File: config.mk
export PLATFORM = sky130hd
export DESIGN_NAME = button_debouncer
export DESIGN_NICKNAME = d
export VERILOG_FILES = /design/src/rtl/button_debouncer.sv
export SDC_FILE = /design/constraint.sdc
export NUM_CORES = 1
export LEC_CHECK = 0
export ABC_AREA = 1
export BUFFER_PORTS_ARGS = -buffer_cell sky130_fd_sc_hd__buf_2
export CAP_MARGIN = 20
export CORE_UTILIZATION = 51
export CTS_BUF_LIST = sky130_fd_sc_hd__clkbuf_4
export CTS_CLUSTER_DIAMETER = 200
export DETAILED_ROUTE_END_ITERATION = 10
export HOLD_SLACK_MARGIN = 0.15
export PLACE_DENSITY = 0.72
export REMOVE_ABC_BUFFERS = 1
export SYNTH_ARGS = -nofsm -noshare
export SYNTH_HDL_FRONTEND = slang
export SYNTH_SLANG_ARGS = --single-unit
File: constraint.sdc
create_clock -name clk -period 3.5 [get_ports clk]
set_input_delay 0 -clock clk [delete_from_list [all_inputs] [get_ports clk]]
set_output_delay 0 -clock clk [all_outputs]
set_load 0.05 [all_outputs]
File: src/rtl/button_debouncer.sv
// Front-panel button conditioner: synchronises a raw button, filters bounce,
// and produces a debounced level, press/release strobes, a long-press flag
// and an auto-repeat strobe for the setting keys.
module button_debouncer #(
  parameter int STABLE_CYCLES = 4,   // equal synced samples needed to accept a change
  parameter int HOLD_CYCLES   = 16,  // cycles in PRESSED before long-press
  parameter int REPEAT_CYCLES = 8,   // auto-repeat period while held
  parameter int CNT_W         = 8    // wide enough for the largest of the above
) (
  input  logic clk,
  input  logic reset,
  input  logic in_btn,
  output logic level_o,
  output logic press_o,
  output logic release_o,
  output logic hold_o,
  output logic rep_o
);

  typedef enum logic [2:0] {
    IDLE    = 3'd0,
    DB_DN   = 3'd1,
    PRESSED = 3'd2,
    HELD    = 3'd3,
    DB_UP   = 3'd4
  } state_t;

  // Terminal counts: each counter stops at its compare, so none can wrap.
  localparam logic [CNT_W-1:0] STABLE_LAST = CNT_W'(STABLE_CYCLES - 1);
  localparam logic [CNT_W-1:0] HOLD_LAST   = CNT_W'(HOLD_CYCLES - 1);
  localparam logic [CNT_W-1:0] REPEAT_LAST = CNT_W'(REPEAT_CYCLES - 1);
  localparam logic [CNT_W-1:0] CNT_ONE     = CNT_W'(1);
  // A single-sample filter accepts a change on the first differing sample.
  localparam bit SINGLE_SAMPLE = (STABLE_CYCLES == 1);

  logic syncMetaReg;
  logic syncOutReg;
  logic s;

  state_t stateReg, stateNext;
  logic [CNT_W-1:0] dcntReg, dcntNext;
  logic [CNT_W-1:0] hcntReg, hcntNext;
  logic [CNT_W-1:0] rcntReg, rcntNext;
  logic wasHeldReg, wasHeldNext;

  logic levelNext, pressNext, releaseNext, holdNext, repNext;
  logic goPress, goRelease;

  assign s = syncOutReg;

  // Two-flop synchroniser for the asynchronous button input.
  always_ff @(posedge clk) begin
    if (reset) begin
      syncMetaReg <= 1'b0;
      syncOutReg  <= 1'b0;
    end else begin
      syncMetaReg <= in_btn;
      syncOutReg  <= syncMetaReg;
    end
  end

  // State, counters and registered outputs.
  always_ff @(posedge clk) begin
    if (reset) begin
      stateReg   <= IDLE;
      dcntReg    <= '0;
      hcntReg    <= '0;
      rcntReg    <= '0;
      wasHeldReg <= 1'b0;
      level_o    <= 1'b0;
      press_o    <= 1'b0;
      release_o  <= 1'b0;
      hold_o     <= 1'b0;
      rep_o      <= 1'b0;
    end else begin
      stateReg   <= stateNext;
      dcntReg    <= dcntNext;
      hcntReg    <= hcntNext;
      rcntReg    <= rcntNext;
      wasHeldReg <= wasHeldNext;
      level_o    <= levelNext;
      press_o    <= pressNext;
      release_o  <= releaseNext;
      hold_o     <= holdNext;
      rep_o      <= repNext;
    end
  end

  // Next-state and next-output logic; strobes default low, levels hold.
  always_comb begin
    stateNext   = stateReg;
    dcntNext    = dcntReg;
    hcntNext    = hcntReg;
    rcntNext    = rcntReg;
    wasHeldNext = wasHeldReg;
    levelNext   = level_o;
    pressNext   = 1'b0;
    releaseNext = 1'b0;
    holdNext    = hold_o;
    repNext     = 1'b0;
    goPress     = 1'b0;
    goRelease   = 1'b0;

    case (stateReg)
      IDLE: begin
        levelNext = 1'b0;
        if (s) begin
          if (SINGLE_SAMPLE) begin
            goPress = 1'b1;
          end else begin
            stateNext = DB_DN;
            dcntNext  = CNT_ONE;
          end
        end
      end

      DB_DN: begin
        if (!s) begin
          stateNext = IDLE;
          dcntNext  = '0;
        end else if (dcntReg == STABLE_LAST) begin
          goPress = 1'b1;
        end else begin
          dcntNext = dcntReg + CNT_ONE;
        end
      end

      PRESSED: begin
        if (!s) begin
          if (SINGLE_SAMPLE) begin
            goRelease = 1'b1;
          end else begin
            stateNext   = DB_UP;
            dcntNext    = CNT_ONE;
            wasHeldNext = 1'b0;
          end
        end else if (hcntReg == HOLD_LAST) begin
          stateNext = HELD;
          holdNext  = 1'b1;
          repNext   = 1'b1;  // first repeat coincides with hold rising
          rcntNext  = '0;
        end else begin
          hcntNext = hcntReg + CNT_ONE;
        end
      end

      HELD: begin
        if (!s) begin
          if (SINGLE_SAMPLE) begin
            goRelease = 1'b1;
          end else begin
            stateNext   = DB_UP;
            dcntNext    = CNT_ONE;
            wasHeldNext = 1'b1;
          end
        end else if (rcntReg == REPEAT_LAST) begin
          repNext  = 1'b1;
          rcntNext = '0;
        end else begin
          rcntNext = rcntReg + CNT_ONE;
        end
      end

      DB_UP: begin
        // hcnt/rcnt are left untouched here so a bounce resumes the cadence.
        if (s) begin
          stateNext = wasHeldReg ? HELD : PRESSED;
          dcntNext  = '0;
        end else if (dcntReg == STABLE_LAST) begin
          goRelease = 1'b1;
        end else begin
          dcntNext = dcntReg + CNT_ONE;
        end
      end

      default: begin
        stateNext = IDLE;
        dcntNext  = '0;
        hcntNext  = '0;
        rcntNext  = '0;
        levelNext = 1'b0;
        holdNext  = 1'b0;
      end
    endcase

    if (goPress) begin
      stateNext = PRESSED;
      levelNext = 1'b1;
      pressNext = 1'b1;
      dcntNext  = '0;
      hcntNext  = '0;
    end

    if (goRelease) begin
      stateNext   = IDLE;
      levelNext   = 1'b0;
      holdNext    = 1'b0;
      releaseNext = 1'b1;
      dcntNext    = '0;
      hcntNext    = '0;
      rcntNext    = '0;
      wasHeldNext = 1'b0;
    end
  end

endmodule

======== Yosys cells after proc, flatten, opt, wreduce, memory -nomap -nowiden ========
Index checks and enable logic that the tools add are counted.
storage, ports and cells
  logic and storage cells ................. 100
  bits in registers ....................... 35
operators by class
  bitwise gates (word level) .............. 2
  reduce and logical (&&, ||, !) cells .... 15
  $add $sub $neg .......................... 3
  multiplexer cells ....................... 43
  equality and inequality tests ........... 24
operators with widths
  cell                 number
  $mux 8               11
  $pmux 8 s4           1
  $add 8x1->8 const B  3
  $pmux 8 s3           1
  $ne 2x2->1 const B   10
  $mux 1               18
  $mux 3               6
  $pmux 8 s2           1
  $ne 3x3->1 const B   5
  $pmux 3 s5           1
  $reduce_and 5->1     2
  $reduce_and 3->1     3
  $eq 8x2->1 const B   1
  $eq 8x3->1 const B   1
  $eq 8x4->1 const B   1
  $reduce_or 4->1      2
  $eq 3x2->1 const B   2
  $pmux 1 s2           3
  $reduce_or 3->1      2
  $ne 4x4->1 const B   1
  $reduce_and 4->1     1
  $reduce_or 2->1      2
  $eq 3x1->1 const B   1
  $eq 3x3->1 const B   1
  6 further kinds      7

======== Depth between registers and ports, before layout ========
  depth after elaboration ................. 6
  mapped depth ............................ 11

======== Worst setup path after synthesis ========
No wires, ideal clock.
  path kind ............................... register to register
  start point ............................. register dcntReg[0]
  end point ............................... register dcntReg[5]
  path buffers ............................ 1
  data arrival time ....................... 1453 ps
  data required time ...................... 3391 ps
  slack ................................... 1939 ps
  stages on the path, launching flop included .. 12
  clock period less this slack ............ 1561 ps
  cell sequence ........................... dfxtp_1 -> ha_1 -> nand2_1 -> nor2_4 -> nand2_2 -> nand2_4 -> inv_2 -> nand2_2 -> buf_6 -> nor2_1 -> nand2_1 -> inv_1
between the ends
  longest elaborated chain between the ends .. 5
  elaborated cells on any way between the ends .. 12
RTL lines
  element                                                              RTL line  source
  from (decl)                                                          41        logic [CNT_W-1:0] dcntReg, dcntNext;
  from (signal assigned)                                               77        dcntReg <= dcntNext;
  parallel branches: the longest is 5 deep, another holds $add 8x1->8  --
Several ways; the timed one is not identified.
A chain may end at the register's enable or synchronous reset.

======== Final worst setup path ========
  start point ............................. register dcntReg[0]
  end point ............................... register hcntReg[2]
between the ends
  longest elaborated chain between the ends .. 5
  elaborated cells on any way between the ends .. 7
RTL lines
  element                               RTL line  source
  $eq 8x2->1 (*)                        121, 169
  $mux 1 (*)                            121, 169
  $mux 1 (on tied branches)             118, 166
  $mux 1                                104       case (stateReg)
  $reduce_or 3->1 (no source line) (*)  --
  to (signal assigned)                  78        hcntReg <= hcntNext;
  to (decl)                             42        logic [CNT_W-1:0] hcntReg, hcntNext;
Every way passes the cells marked *; elsewhere a longest branch is shown, timed or not.

==> impl_metrics.toml <==
[run_status]
status = "completed"

[logic_synthesis]
synth-xor-area-share_pct = 1.308
synth_top_area_share_pct = 34.87
syn_inst = 307
postSynthAreaPerCell_um2 = 6.545
yosys.area_share.simple_pct = 40.29
netlist_top_cells_area = "dfxtp_1, nand2_1, nor2_1"
ys_seq_area_share_pct = 34.87
synth_fa_ha_area_share_pct = 1.868
synthesis.area_um2 = 2009
synth_edf_count = 0
yosysWarnings = 0
synth_top_area_cell = "dfxtp_1"
synthFlopType = "dfxtp_1"
synth_common_cells = "nand2_1, nor2_1, inv_1"
synth_compound_area_share_pct = 12.52
synth.distinct_cells = 24
synth_top_family_by_area = "simple AND/OR/NAND/NOR gates"
muxShareOfSynthArea_pct = 0
async_reset_ff_share_pct = 0
yosysMostFrequentCell = "nand2_1"
synth_seq_cells = 35

[timing]
finalMaxSlewViolations = 0
setup_viol = 0
fin_tns_setup_ns = 0
period_needed_ns = 1.865
holdWs_ns = 0.4158
worst_slew_pin_slew_ns = 0.4859
period_share_pct = 53.28
rsz0062_at_grt = "no"
fin_ws_ns = 1.635
fin_worst_skew_ns = 0.01511
finalHoldViolCount = 0
max_freq_mhz = 536.3
maxSlewHeadroom_pct = 67.60

[cts]
post_cts_buffers = 0
clock_latency_ns = 0.34
h-tree-depth = 2
cts_tree = "built"
cts_max_path_buffers = 2
cts_buffers = 5
cts_sinks = 35
clkTransAtPathRegs_ns = 0.10
cts-root-buf = "clkbuf_4"

[setup_path]
path_max_fanout = 12
cp.arrival_ns = 2.11
critical_path_class = "register to register"
cp_slowest_cell = "dfxtp_1"
path_cells = "ha_1 > nand2_1 > nor2_4 > nand2_2 > nand2_4 > inv_2 > nand2_2 > nor2_1 > inv_1 > nor2_1"
crit_path_end_kind = "register"
slowest_delay_ns = 0.43
critPathRequiredTime_ns = 3.74
cp-start-kind = "register"

[drt]
drt-initial-drc-count = 111
wl_met2_mm = 1.765
via_per_inst = 5.092
firstDrtPassIters = 4
num_vias = 1889
wirelength_mm = 4.068
drc = 0
wl_met3_um = 173
top_layer = "met4"
wl_met1_mm = 2.077
ant_nets = 0
wl_per_cell_um = 10.96

[finish]
antenna_cells = 0
layout-drive-gt1-share_pct = 12.07
area.growth.synth_to_final_pct = 7.970
fin_nets = 328
fin_cells = 371

[power_and_ir_drop]
peakVddDrop_mv = 0.3042
p_leak_nw = 0.9310
powerDensity_nw_per_um2 = 481.8

[die]
die_h_um = 64.77
core_area_um2 = 3716
dieArea_um2 = 4195
pin_count = 8
rows = 22
die_w_um = 64.77
start_util_pct = 54.07

[global_routing]
grt_start_max_net_pins = 13
grt_overflow = 0
grt_pass1_vias = 1691
track_usage_pct = 22.02
grt_pass1_wl_mm = 7.182
antenna_found_initial = 0

[place]
dp_cells = 360
gp_congestion = 0.8713
io_buffers = 7
place_hpwl_mm = 3.102
dp_slack_ns = 1.641

[hold_path]
hold_class = "register to register"

[job]
cap_violations = 0
-- kinds of logic after synthesis --
kind of cell	after synthesis
AND/OR/NAND/NOR	178
adder cells (fa/ha/maj)	3
buffers and inverters	45
AO/OA/AOI/OAI	43
XOR/XNOR	3
flip-flops	35
-- timing repair --
action	CTS	global route
hold endpoints to repair	12	0
gates resized for setup	0	0
hold buffers	3	0
-- flip-flops by register name, indices dropped and copies added (netlist names) --
signal	cells
dcntReg	8
hcntReg	8
rcntReg	8
stateReg	3
hold_o	1
level_o	1
press_o	1
release_o	1
rep_o	1
s	1
syncMetaReg	1
wasHeldReg	1
-- cell type report --
class / instances / area (um2)
Fill cell: 371 / 1546
Multi-Input combinational cell: 227 / 1125
Sequential cell: 35 / 700.7
Inverter: 43 / 161.4
Timing Repair Buffer: 10 / 65.06
Tap cell: 48 / 60.06
Clock buffer: 7 / 52.55
Clock inverter: 1 / 5.005
-- cells in the final DEF, fill, tap and decap left out --
master,netlist,layout
nand2_1,78,78
nor2_1,47,47
inv_1,39,39
dfxtp_1,35,35
a21oi_1,23,23
nand3_1,21,21
o21ai_0,12,12
nand4_1,9,9
nor3_1,7,7
clkbuf_4,0,7
buf_2,0,7
nor2_4,6,6
nand2_2,5,5
inv_2,4,4
o21ai_2,4,4
xor2_1,3,3
ha_1,3,3
dlygate4sd3_1,0,3
nand2_4,2,2
nand3_2,1,1
a31oi_4,1,1
nor4_1,1,1
nor2_2,1,1
a21o_1,1,1
o21bai_1,1,1
o21ai_1,1,1
clkinv_2,0,1
-- worst paths after layout --
kind                                              start                      end  slack [ns]  cells past startpoint
worst max-delay path            dcntReg[0]$_SDFFE_PP0P_  hcntReg[2]$_SDFFE_PP0P_        1.64                     10
worst min-delay path             syncMetaReg$_SDFF_PP0_             s$_SDFF_PP0_        0.42                      2
worst max register to register  dcntReg[0]$_SDFFE_PP0P_  hcntReg[2]$_SDFFE_PP0P_        1.64                     10
worst min register to register   syncMetaReg$_SDFF_PP0_             s$_SDFF_PP0_        0.42                      2
-- routing by layer --
metal / GRT usage [%] / vias up
li1: - / 1010
met4: 7.778 / 0
met3: 4.930 / 6
met1: 29.57 / 840
met2: 34.38 / 33
met5: 0 / -
-- critical path: cells and delay by family (launching register included) --
| family | cells | cell delay, ns |
|---|---|---|
| flip-flops | 1 | 0.43 |
| adder cells (fa/ha/maj) | 1 | 0.26 |
| buffers and inverters | 2 | 0.17 |
| AND/OR/NAND/NOR | 7 | 0.91 |
-- power breakdown --
part	internal [mW]	total, mW	leakage, nW	switching [mW]
Sequential	0.422	0.466	0.283	0.0434
Combinational	0.112	0.359	0.612	0.247
Clock	0.0937	0.220	0.0361	0.127
Total	0.628	1.05	0.931	0.417
-- metrics by stage --
stage | area [um2] | total power [mW] | utilization, %
CTS | 2170 | 1.051 | 58.38
global placement | 2082 | 0.8278 | 56.03
floorplan | 1987 | 0.7535 | -
global route | 2170 | 1.122 | 58.38
detailed placement | 2082 | 0.8287 | 56.03
finish | 2170 | 1.045 | 58.38
Power figures use the tool's default switching activity.
